`config.mk`:
```
export PLATFORM = sky130hd
export DESIGN_NAME = sar_adc_ctrl
export DESIGN_NICKNAME = d
export VERILOG_FILES = /design/src/rtl/sar_adc_pkg.sv /design/src/rtl/sync_2ff.sv /design/src/rtl/sar_adc_ctrl.sv
export SDC_FILE = /design/constraint.sdc
export NUM_CORES = 1
export LEC_CHECK = 0
export BUFFER_PORTS_ARGS = -buffer_cell sky130_fd_sc_hd__buf_2
export CAP_MARGIN = 20
export CORE_UTILIZATION = 35
export DETAILED_ROUTE_END_ITERATION = 6
export PLACE_DENSITY = 0.63
export SLEW_MARGIN = 20
export SYNTH_ARGS = -nofsm -noshare
export SYNTH_HDL_FRONTEND = slang
export SYNTH_SLANG_ARGS = --single-unit
```
`constraint.sdc`:
```
create_clock -name clk -period 2.4 [get_ports clk]
set_clock_uncertainty 0.15 [all_clocks]
set_input_delay 0.48 -clock clk [delete_from_list [all_inputs] [get_ports clk]]
set_output_delay 0.48 -clock clk [all_outputs]
set_load 0.01 [all_outputs]
```
`src/rtl/sar_adc_pkg.sv`:
```
// Shared types and constants for the SAR ADC controller.
package sar_adc_pkg;

    typedef enum logic [2:0] {
        IDLE,
        SET,
        SETTLE,
        SAMPLE,
        DONE
    } state_t;

    localparam int AVG_CONVERSIONS = 4;

endpackage

```
`src/rtl/sync_2ff.sv`:
```
// Generic two-flop synchronizer for a single asynchronous bit.
module sync_2ff (
    input  logic clk,
    input  logic reset,
    input  logic d,
    output logic q
);

    logic meta;

    always_ff @(posedge clk) begin
        if (reset) begin
            meta <= 1'b0;
            q    <= 1'b0;
        end else begin
            // NOTE: non-blocking so meta and q stay two distinct flops in series.
            meta <= d;
            q    <= meta;
        end
    end

endmodule

```
`src/rtl/sar_adc_ctrl.sv`:
```
// Successive-approximation controller driving a PWM DAC and sampling an external comparator.
// Optional build macro SAR_ADC_AVG_EN: average four conversions per start.
module sar_adc_ctrl
    import sar_adc_pkg::*;
#(
    parameter int WIDTH          = 9,
    parameter int SETTLE_PERIODS = 4
) (
    input  logic             clk,
    input  logic             reset,
    input  logic             start,
    input  logic             zero,
    input  logic             comp_in,
    output logic [WIDTH-1:0] duty_cycle,
    output logic             busy,
    output logic             done,
    output logic [WIDTH-1:0] result
);

    localparam int               IDX_W       = (WIDTH > 1) ? $clog2(WIDTH) : 1;
    localparam logic [IDX_W-1:0] IDX_TOP     = IDX_W'(WIDTH - 1);
    localparam logic [3:0]       SETTLE_LAST = 4'(SETTLE_PERIODS);

    state_t           state;
    logic [IDX_W-1:0] bit_idx;
    logic [WIDTH-1:0] trial;
    logic [WIDTH-1:0] sample_trial;
    logic [WIDTH-1:0] final_code;
    logic [3:0]       edge_cnt;
    logic             zero_q;
    logic             zero_edge;
    logic             comp_s;
    logic             last_conv;

    sync_2ff u_comp_sync (
        .clk   (clk),
        .reset (reset),
        .d     (comp_in),
        .q     (comp_s)
    );

    assign zero_edge = zero & ~zero_q;

    // In SAMPLE, duty_cycle already holds trial with the bit under test set.
    assign sample_trial = comp_s ? duty_cycle : trial;

`ifdef SAR_ADC_AVG_EN
    localparam int               CNT_W    = $clog2(AVG_CONVERSIONS);
    localparam logic [CNT_W-1:0] CNT_LAST = CNT_W'(AVG_CONVERSIONS - 1);

    logic [CNT_W-1:0] conv_cnt;
    logic [WIDTH+1:0] acc;
    logic [WIDTH+1:0] acc_next;

    assign acc_next   = acc + (WIDTH + 2)'(sample_trial);
    assign last_conv  = (conv_cnt == CNT_LAST);
    assign final_code = acc_next[WIDTH+1:2];

    always_ff @(posedge clk) begin
        if (reset) begin
            conv_cnt <= '0;
            acc      <= '0;
        end else if (state == IDLE && start) begin
            conv_cnt <= '0;
            acc      <= '0;
        end else if (state == SAMPLE && bit_idx == '0) begin
            conv_cnt <= conv_cnt + 1'b1;
            acc      <= acc_next;
        end
    end
`else
    assign last_conv  = 1'b1;
    assign final_code = sample_trial;
`endif

    always_ff @(posedge clk) begin
        if (reset) begin
            state      <= IDLE;
            bit_idx    <= '0;
            trial      <= '0;
            edge_cnt   <= '0;
            zero_q     <= 1'b0;
            duty_cycle <= '0;
            busy       <= 1'b0;
            done       <= 1'b0;
            result     <= '0;
        end else begin
            zero_q <= zero;
            done   <= 1'b0;
            case (state)
                IDLE: begin
                    if (start) begin
                        bit_idx <= IDX_TOP;
                        trial   <= '0;
                        busy    <= 1'b1;
                        state   <= SET;
                    end
                end
                SET: begin
                    duty_cycle <= trial | (WIDTH'(1) << bit_idx);
                    edge_cnt   <= '0;
                    state      <= SETTLE;
                end
                SETTLE: begin
                    if (zero_edge) begin
                        edge_cnt <= edge_cnt + 4'd1;
                        if (edge_cnt + 4'd1 == SETTLE_LAST)
                            state <= SAMPLE;
                    end
                end
                SAMPLE: begin
                    trial <= sample_trial;
                    if (bit_idx != '0) begin
                        bit_idx <= bit_idx - 1'b1;
                        state   <= SET;
                    end else if (!last_conv) begin
                        bit_idx <= IDX_TOP;
                        trial   <= '0;
                        state   <= SET;
                    end else begin
                        // Result, strobe and busy drop land together so done is high in DONE.
                        result     <= final_code;
                        duty_cycle <= final_code;
                        done       <= 1'b1;
                        busy       <= 1'b0;
                        state      <= DONE;
                    end
                end
                DONE: begin
                    state <= IDLE;
                end
                default: begin
                    state <= IDLE;
                end
            endcase
        end
    end

endmodule

```
==> run metrics <==
status finished, final reports clean; core area 0.00551 mm^2; Starting DRT DRC Count 132; syn avg cell area 9.02 um^2; synthesis-to-layout area growth 14.5%; share of the synthesized area in the top cell type 42.8%; count leader, synth dfxtp_1; CTS root buf clkbuf_8; Hold Path Class input pin to register; Hold EP u_comp_sync.meta; Core Util, Final 41.8%; IO Count 25; number of vias per cell 5.18; Clock Path Buffers 2; Mapped Area 0.00201 mm^2; Synth Flop Type dfxtp_1; FF-to-FF path depth 6; clock tree from TritonCTS built; max_slew headroom 45.6%; synth cell count leaders dfxtp_1 (43), nor2_1 (31), a21oi_1 (21), nor2b_1 (15); number of flops mapped to enable cells by yosys 0; R2R setup slack 0.17 ns; pwr dens 682 mW/mm^2; GP Congestion 0.802; Die Area 0.00605 mm^2; multi-input logic area 0.00103 mm^2; RSZ-0062 raised after global routing no; Initial Utilization 36.5%; max-cap violations 0; CTS H-tree depth 2; HPWL Detailed 2980 um; P_leak 0.884 nW; CP Max Fanout 10; 1st-pass router iterations 4; Setup CP Type register to register; final total power 0.00157 W; GRT Residual Overflow 0; Final #Nets 255; Synth Warn # 0; antenna violations before repair 0; Final WS setup 0.169 ns; DR WL/cell 13.6 um; fin crit share 92.9%; post-synth top area cell dfxtp_1; sequential cell area 861 um^2; Worst R2R End duty_cycle[3]; top cells by area, synth dfxtp_1 (43%), nor2_1 (5.8%), a21oi_1 (5.2%); Die X-Extent 77.8 um; Port Buffers 24; # fillers 575; latest clock arrival within the worst-skew pair 0.29 ns; GRT Total Usage 14.8%; Total Routed Length 4300 um; vias in the first global route 1,521; min cycle time layout 2.23 ns; CP endpoint kind register; Max Fclk 448 MHz; Die Ht 77.8 um; first-pass GRT wire length 7070 um; DRC viols 0; Least-Margin Pin Slew 0.816 ns; worst IR drop on VDD 0.239 mV; async set or reset register ratio after synthesis 0%; final max-slew violation count 0; RR Startpoint bit_idx[0]; Seq/Total Area, Yosys 42.8%; dpl ws 0.147 ns; detailed-route via count 1,642; layout cells sized above 1 20.0%; CTS clk-pin slew, worst paths 0.08 ns; post-synthesis register bit count 43; Final Hold Viols 0; Worst setup startpoint bit_idx[0]; setup tns final 0 ns; arrival time at the worst endpoint 2.31 ns; Startpoint Class register; Cell Rows 27; # setup viols final 0; Crit path required time 2.48 ns; diode count 0; CTS buffer count 5; Mapped Nets 234; Clock Sinks 43; antenna viol nets, final 0; Hold Path Origin comp_in; Hold Path Stages 2; Netlist cell types 39; Gate Count Post-Synth 223; pin count of the biggest net entering global routing 30
## metal layers
| metal | share of wire [%] | track usage (%) |
|---|---|---|
| met5 | 0 | 0 |
| met4 | 1.1 | 3.96 |
| met3 | 4.3 | 3.88 |
| met2 | 44 | 23.7 |
| met1 | 50 | 19.5 |
## through the flow
step,hold slack [ns],std cells,instance area (um^2)
global placement,0.274,309,2180
CTS,0.254,317,2300
global route,0.258,317,2300
finish,0.251,317,2300
detailed placement,0.277,309,2180
floorplan,0.264,223,2010
## where the power goes
group	internal (W)	leakage, nW	switching [W]
Combinational	0.0000887	0.475	0.000138
Clock	0.000337	0.0612	0.000244
Sequential	0.000742	0.349	0.0000216
## sequential cells by signal, indices dropped and copies added, names as in the netlist
register / flops
trial: 9
busy: 1
result: 9
zero_q: 1
bit_idx: 4
edge_cnt: 4
state: 3
u_comp_sync.q: 1
duty_cycle: 9
u_comp_sync.meta: 1
done: 1
## cells in the final DEF, fill, tap and decap left out, types with 7 or more instances in the layout
master and instances:
a211oi_1 10, buf_4 7, nor2b_1 15, nor2_1 31, nor3_1 10, dfxtp_1 43, mux2i_1 10, nand2_1 7
buf_2 24, a21oi_1 21
## how the worst max path moves through the flow
| stage | slack [ns] | to |
|---|---|---|
| after CTS | 0.12 | duty_cycle[3] |
| after global placement | 0.21 | duty_cycle[1] |
| after global routing | 0.07 | duty_cycle[3] |
| after detailed placement | 0.15 | duty_cycle[3] |
| after floorplan | 0.38 | duty_cycle[0] |
| final | 0.17 | duty_cycle[3] |
## critical path, stage by stage (launching register included)
cell and delay, ns:
dfxtp_1 0.36, inv_1 0.14, ha_1 0.23, or3b_1 0.45, a211o_2 0.48, nor2_8 0.18
a32o_1 0.18
## kinds of logic (layout without fill, tap and decap cells)
logic type,count (synthesis),in the layout,synth area share [%]
xor+xnor,3,3,1.31
buf+inv,24,46,5.79
compound gates,57,57,20.4
fa+ha+maj,6,6,3.73
mux,10,10,4.98
flops,43,43,42.8
simple gates,80,80,21.0
## area by class of cell
class	instances	share of cell area [%]
Clock inverter	2	1.52
Timing Repair Buffer	31	7.50
Multi-Input combinational cell	156	44.9
Tap cell	72	3.91
Clock buffer	6	3.59
Inverter	7	1.14
Sequential cell	43	37.4
## timing repair
item / CTS / global route
resized for setup: 0 / 1
setup buffers: 0 / 0
hold buffers: 0 / 0
setup endpoints to repair: 0 / 1
(Power assumes the default switching activity.)
